### config.mk
export PLATFORM = sky130hd
export DESIGN_NAME = incr_skid_stage
export DESIGN_NICKNAME = d
export VERILOG_FILES = /design/src/rtl/incr_skid_stage.sv
export SDC_FILE = /design/constraint.sdc
export NUM_CORES = 1
export LEC_CHECK = 0
export ABC_CLOCK_PERIOD_IN_PS = 3100
export BUFFER_PORTS_ARGS = -buffer_cell sky130_fd_sc_hd__buf_2
export CAP_MARGIN = 10
export CORE_MARGIN = 1.5
export CORE_UTILIZATION = 57
export DETAILED_ROUTE_END_ITERATION = 6
export PLACE_DENSITY_LB_ADDON = 0.08
export SYNTH_ARGS = -nofsm -noshare
export SYNTH_HDL_FRONTEND = slang
export SYNTH_SLANG_ARGS = --single-unit
export TNS_END_PERCENT = 1
### constraint.sdc
create_clock -name clk -period 3.1 [get_ports clk]
set_input_delay 0 -clock clk [delete_from_list [all_inputs] [get_ports clk]]
set_output_delay 0 -clock clk [all_outputs]
set_load 0.02 [all_outputs]
### src/rtl/incr_skid_stage.sv
// Purpose: registered +1 stage with a 2-entry skid buffer and a bounded input run (LIMIT transfers).
// Latency: 1 cycle (sample accepted at edge N is on out_data after edge N); 1 sample/cycle under out_ready=1.
// Backpressure: in_ready is driven by registers only (low when both entries are full or the run is done).
// Optional: define INCR_SKID_SATURATE_EN to saturate at 2**W-1 instead of wrapping to 0.
module incr_skid_stage #(
    parameter int W     = 4,
    parameter int LIMIT = 5,
    parameter int CW    = 8
) (
    input  logic          clk,
    input  logic          rst_n,
    input  logic          in_valid,
    output logic          in_ready,
    input  logic [W-1:0]  in_data,
    output logic          out_valid,
    input  logic          out_ready,
    output logic [W-1:0]  out_data,
    output logic          out_wrap,
    output logic [CW-1:0] xfer_cnt,
    output logic          done
);

    localparam logic [1:0] ST_EMPTY = 2'd0;
    localparam logic [1:0] ST_ONE   = 2'd1;
    localparam logic [1:0] ST_TWO   = 2'd2;

    logic [1:0]   state;
    logic [W-1:0] main_data;
    logic         main_wrap;
    logic [W-1:0] skid_data;
    logic         skid_wrap;
    logic [W-1:0] inc_data;
    logic         inc_wrap;
    logic         in_hs;
    logic         out_hs;

    // Both ready and valid come straight from state registers, so no
    // combinational path exists from out_ready to in_ready.
    assign in_ready  = (state != ST_TWO) && !done;
    assign out_valid = (state != ST_EMPTY);
    assign out_data  = main_data;
    assign out_wrap  = main_wrap;
    assign in_hs     = in_valid && in_ready;
    assign out_hs    = out_valid && out_ready;

    // Increment at acceptance; the output side only ever replays stored pairs.
    always_comb begin
        inc_wrap = (in_data == {W{1'b1}});
`ifdef INCR_SKID_SATURATE_EN
        inc_data = inc_wrap ? in_data : in_data + W'(1);
`else
        inc_data = in_data + W'(1);
`endif
    end

    // Occupancy FSM: main entry drives the outputs, skid catches the sample
    // that arrives while main is stalled.
    always_ff @(posedge clk or negedge rst_n) begin
        if (!rst_n) begin
            state     <= ST_EMPTY;
            main_data <= '0;
            main_wrap <= 1'b0;
            skid_data <= '0;
            skid_wrap <= 1'b0;
        end else begin
            case (state)
                ST_EMPTY: begin
                    if (in_hs) begin
                        main_data <= inc_data;
                        main_wrap <= inc_wrap;
                        state     <= ST_ONE;
                    end
                end
                ST_ONE: begin
                    case ({in_hs, out_hs})
                        2'b10: begin
                            skid_data <= inc_data;
                            skid_wrap <= inc_wrap;
                            state     <= ST_TWO;
                        end
                        2'b01: begin
                            state <= ST_EMPTY;
                        end
                        2'b11: begin
                            main_data <= inc_data;
                            main_wrap <= inc_wrap;
                        end
                        default: begin
                        end
                    endcase
                end
                ST_TWO: begin
                    if (out_hs) begin
                        main_data <= skid_data;
                        main_wrap <= skid_wrap;
                        state     <= ST_ONE;
                    end
                end
                default: begin
                    state <= ST_EMPTY;
                end
            endcase
        end
    end

    // Transfer counter; done latches on the edge the count reaches LIMIT and
    // closes the input until reset.
    always_ff @(posedge clk or negedge rst_n) begin
        if (!rst_n) begin
            xfer_cnt <= '0;
            done     <= 1'b0;
        end else if (in_hs) begin
            xfer_cnt <= xfer_cnt + CW'(1);
            if ((xfer_cnt + CW'(1)) == CW'(LIMIT)) begin
                done <= 1'b1;
            end
        end
    end

endmodule

==> flow_summary.ini, run 1 <==
[route]
routed_wl_um = 2230
routed-via-count = 856
avgViaCountPerCell = 5.25
dr.pass1.iters = 4
drc = 0
antenna_left = 0
drtIter0Drc = 10
wire_per_inst_um = 13.7

[global_route]
overflow = 0
grt_max_degree = 22
grt_pass1_wl_um = 3310
grt_pass1_vias = 761
top_usage_layer = met2
grt_util_met2 = 0.371
met1_usage = 0.260
track_usage = 0.208
met3_usage = 0.0340
antenna_found_initial = 0

[floorplanning]
die_area_um2 = 2310
core_um2 = 1940
die_y_um = 48.1
start_util = 0.596
num_rows = 16
ios = 24
dieWidth_um = 48.1

[setup_path]
rr_startpoint = state[0]
endpoint_kind = register
r2r_slack_ns = 1.02
critPathLaunchType = register
required_ns = 3.29
r2r_cells = 7
worstSetupPathType = register to register
worst_r2r_endpoint = out_data[1]
worstPathMaxFanout = 10
arrival_ns = 2.27

[timing]
fin_setup_tns_ns = 0
min_period_ns = 2.08
layout_setup_ws_ns = 1.02
skew_ns = 0.00384
max_slew.worst_pin.slew_ns = 0.477
timing.final.crit_share = 0.670
drv_slew = 0
slew_headroom = 0.682
fmax_mhz = 482
rsz0062_at_grt = false
finalSetupViolCount = 0
hold_viol = 0

[logic_synthesis]
synth_seq_cells = 21
yosysWarningCount = 0
ys_async_sr_fraction = 1.00
seq_area_frac_synth = 0.454
synth_area_leaders = dfrtp_1 45%, ha_1 6.5%, mux2_4 6.5%
synth-edff-count = 0
synth_cells = 107
synth_largest_area_cell = dfrtp_1
syn_area_per_cell_um2 = 10.8
synth.cell_area_um2 = 1160
synthFlopType = dfrtp_1
synth_nets = 121
synth_commonest_cells = 21 x dfrtp_1, 14 x nand2_1, 8 x xnor2_1
synth_most_common_cell = dfrtp_1
yosysTopAreaCellShare = 0.454
yosysUniqueCellTypes = 29

[pwr]
peakVddDrop_mv = 0.603
p_sw_mw = 0.525
power_frac_clock = 0.108
total_power_mw = 1.23
combPwrFrac = 0.480
internal-power_mw = 0.709
p_leak_nw = 0.668
netSwitchingFraction = 0.425
p_seq_frac = 0.413
power.density_nw_per_um2 = 914

[min_path]
min_path_cells = 3
min-delay-start = in_data[3]
hold_class = input port to register
holdPathEnd = skid_wrap

[place]
portBuffers = 23
dp.cells = 155
gp_congestion = 0.837
dpl_cell_area_um2 = 1280
hpwl_um = 1610
place_ws_ns = 1.06

[cells_and_area]
n_antenna_cell = 0
layout-drive-gt1-share = 0.294
syn_to_final_growth_pct = 16.6
final_area_um2 = 1350
final_nets = 151
fill_cells = 172
final_cell_count_no_fill = 163

[clocking]
cts_root_buf = clkbuf_4
clockBufferDepth = 2
cts_made_buffers = 3
clk_pin_slew_worst_paths_ns = 0.12
clk_latency_ns = 0.30
clkSinkCount = 21
cts_tree = done
h-tree-depth = 1

[flow_run]
maxCapViolations = 0

[status]
status = completed
==> critical path, cell delays in order, from the launching register on <==
cell and delay, ns:
dfrtp_1 0.48, nand2b_1 0.35, nand2_4 0.17, inv_2 0.10, ha_1 0.20, mux2i_1 0.16
o21a_4 0.20, mux2_4 0.31
==> kinds of logic after synthesis <==
| logic type | synth area share |
|---|---|
| xor+xnor | 0.0984 |
| compound gates | 0.0768 |
| mux | 0.0919 |
| flops | 0.454 |
| simple gates | 0.182 |
| fa+ha+maj | 0.0649 |
| buf+inv | 0.0324 |
==> worst max path at each step <==
stage / from / to / slack [ns] / cells after the start
floorplan: state[0] / out_data[0] / 1.21 / 8
global placement: state[0] / out_data[0] / 1.12 / 7
detailed placement: state[0] / out_data[3] / 1.06 / 7
CTS: state[0] / out_data[3] / 1.03 / 7
global route: state[0] / skid_data[1] / 0.91 / 6
finish: state[0] / out_data[1] / 1.02 / 7
==> cells in the final DEF, fill, tap and decap left out <==
cell	n
ha_1	6
nand2_4	1
mux2_2	1
and2_1	2
nand3_1	3
mux2i_1	2
nor2_1	7
nor4b_2	1
and2b_2	2
o31ai_1	1
and4_1	1
o21a_4	1
inv_2	1
buf_2	23
xor2_1	5
nand2_2	1
mux2_4	5
dlygate4sd3_1	4
or2_2	1
a41o_1	1
xnor2_1	8
clkbuf_4	3
nand3b_1	1
o21ai_0	7
o22ai_1	1
nand2b_1	1
inv_1	3
nand2_1	14
dfrtp_1	21
a21oi_1	3
clkbuf_1	1
nand4_1	4
==> power by group through the flow <==
stage          clock network (mW)  logic (mW)  registers (mW)
2_1_floorplan                   0       0.372           0.574
3_3_place_gp                    0       0.581           0.507
3_5_place_dp                    0       0.588           0.513
4_1_cts                     0.138       0.598           0.507
5_1_grt                     0.150       0.652           0.527
6_report                    0.133       0.591           0.509
==> metrics by stage <==
stage / utilization / hold slack (ns)
after global routing: 0.695 / 0.00621
after floorplan: - / -0.296
after detailed placement: 0.661 / -0.0150
after CTS: 0.695 / 0.00227
after global placement: 0.661 / -0.0227
final: 0.695 / 0.00985
==> layout make-up <==
| class | instances | area (um2) | area share |
|---|---|---|---|
| Multi-Input combinational cell | 80 | 594 | 0.440 |
| Sequential cell | 21 | 526 | 0.389 |
| Timing Repair Buffer | 27 | 155 | 0.115 |
| Tap cell | 27 | 33.8 | 0.0250 |
| Clock buffer | 4 | 26.3 | 0.0195 |
| Inverter | 4 | 15.0 | 0.0111 |
==> what timing repair did <==
| action | 4_1_cts | 5_1_grt |
|---|---|---|
| gates resized for setup | 0 | 0 |
| hold buffers | 4 | 0 |
| buffers inserted | 0 | 0 |
| hold endpoints to repair | 25 | 0 |
==> routing by layer <==
layer,routed length [um],vias up
li1,-,422
met1,1000,404
met2,1130,26
met3,76,4
met4,17,0
met5,0,-
==> sequential cells by signal (all words and copies together) (netlist names) <==
| name | flops |
|---|---|
| done | 1 |
| out_data | 4 |
| skid_wrap | 1 |
| state | 2 |
| skid_data | 4 |
| out_wrap | 1 |
| xfer_cnt | 8 |
No activity file was read; power rests on OpenSTA's default activity.
==> run 2: changes to the inputs <==
- ABC_CLOCK_PERIOD_IN_PS: 3100 -> 1700
- CORE_UTILIZATION: 57 -> 48
- clock period: 3.1 -> 1.7 ns (I/O delays scaled with it)
==> run 2 against run 1 <==
Net effect: the flow now finishes with violations (negative setup slack); power rose by 97%; clock skew rose by 0.0015 ns; register-to-register slack got worse by 1.0 ns; sequential power rose by 75%; cell count rose by 6.1%; clock-buffer cell count did not move; utilization fell by 4.7 points.
==> flow_summary.ini, run 2 (synthesized netlist as in run 1, its figures left out) <==
[status]
status = complete, but fails checks
violations = negative setup slack

[timing]
min_period_ns = 1.72
slew_headroom = 0.685
layout_setup_ws_ns = -0.0194
finalSetupViolCount = 5
drv_slew = 0
skew_ns = 0.00532
hold_viol = 0
timing.final.crit_share = 1.01
rsz0062_at_grt = true
fmax_mhz = 582
fin_setup_tns_ns = -0.0917
hold_ws_ns = 0.0197
max_slew.worst_pin.slew_ns = 0.473

[clocking]
clk_pin_slew_worst_paths_ns = 0.11
cts_root_buf = clkbuf_4
h-tree-depth = 1
clockBufferDepth = 2
clk_latency_ns = 0.30
cts_made_buffers = 3
clkSinkCount = 21
cts_tree = done

[setup_path]
r2r_cells = 7
arrival_ns = 1.91
cp.depth = 7
crit_chain = or2_4 > nand2_4 > inv_4 > ha_4 > mux2i_2 > o21a_4 > mux2_4
critPathLaunchType = register
cp.buffers_inverters = 1
crit_start = state[0]
slowest_stage = dfrtp_1
worstPathMaxFanout = 5
cpPeakStageDelay_ns = 0.42
required_ns = 1.89
endpoint_kind = register
worstSetupPathType = register to register
path_delay_family = multiplexers
rr_startpoint = state[0]

[floorplanning]
dieWidth_um = 52.1
core_um2 = 2250
die_area_um2 = 2710
start_util = 0.513
ios = 24
die_y_um = 52.1
num_rows = 17

[route]
routed_wl_um = 2240
avgViaCountPerCell = 5.08
dr.pass1.iters = 4
routed-via-count = 879
drc = 0
antenna_left = 0
drtIter0Drc = 7
wire_per_inst_um = 12.9

[global_route]
grt_max_degree = 22
grt_pass1_vias = 871
grt_pass1_wl_um = 3850
antenna_found_initial = 0
track_usage = 0.195
overflow = 0

[cells_and_area]
final_cell_count_no_fill = 173
largest_register = xfer_cnt
final_common_cell = buf_2
n_antenna_cell = 0
final_area_um2 = 1460
syn_to_final_growth_pct = 26.4
final_cell_mix = 23 x buf_2, 20 x dfrtp_1, 13 x nand2_1
largest_reg_flops = 8
layout-drive-gt1-share = 0.386
final_nets = 160

[place]
hpwl_um = 1650
dpl_cell_area_um2 = 1380
portBuffers = 23
gp_congestion = 0.788
dp.cells = 164

[pwr]
p_sw_mw = 0.997
internal-power_mw = 1.43
netSwitchingFraction = 0.410
combPwrFrac = 0.535
p_seq_frac = 0.367
peakVddDrop_mv = 1.04
power_frac_clock = 0.099
power.density_nw_per_um2 = 1660
total_power_mw = 2.43
p_leak_nw = 0.716

[min_path]
hold_class = input port to register
min-delay-start = in_data[2]
min_path_cells = 3

[flow_run]
maxCapViolations = 0
==> run 2: layout make-up <==
class | instances | area, um2
multi-input combinational | 80 | 628
sequential | 21 | 527
clock buffer | 4 | 26.3
fill | 196 | 792
tap | 28 | 35.0
inverter | 4 | 22.5
timing repair buffer | 36 | 224
==> run 2: tightest hold or removal path, delay by kind of cell <==
kind	cells	cell delay (ns)
buf+inv	1	0.12
compound gates	1	0.08
simple gates	1	0.09
==> run 2: path summary, 6_finish.rpt <==
kind | end | slack (ns)
max | out_data[1] | -0.02
min in group asynchronous | xfer_cnt[7] | 0.18
min reg2reg | skid_data[2] | 0.50
max in group asynchronous | state[1] | 1.17
min | skid_wrap | 0.02
max reg2reg | out_data[1] | -0.02
==> run 2: power groups by stage <==
stage	clock, mW	combinational, mW	sequential (mW)
floorplan	0	0.718	1.05
global placement	0	1.23	0.895
detailed placement	0	1.24	0.898
CTS	0.249	1.28	0.892
global route	0.268	1.43	0.923
finish	0.240	1.30	0.891
==> run 2: layer usage <==
layer,track usage,vias up,wire (um)
met4,0.0658,0,12
li1,-,445,-
met5,0,-,0
met3,0.0259,2,48
met2,0.308,11,1080
met1,0.273,421,1100
==> run 2: through the flow <==
stage	util	worst slack [ns]
floorplan	-	-0.0892
global placement	0.610	0.00800
CTS	0.642	-0.0219
global route	0.649	-0.0829
finish	0.649	-0.0194
detailed placement	0.610	-0.0337
==> run 2: repair_timing <==
item	4_1_cts	5_1_grt
hold endpoints to repair	24	0
gates resized for setup	0	7
hold buffers	3	0
endpoints found under the setup margin	5	8
buffers inserted	2	0
pin swaps	4	4
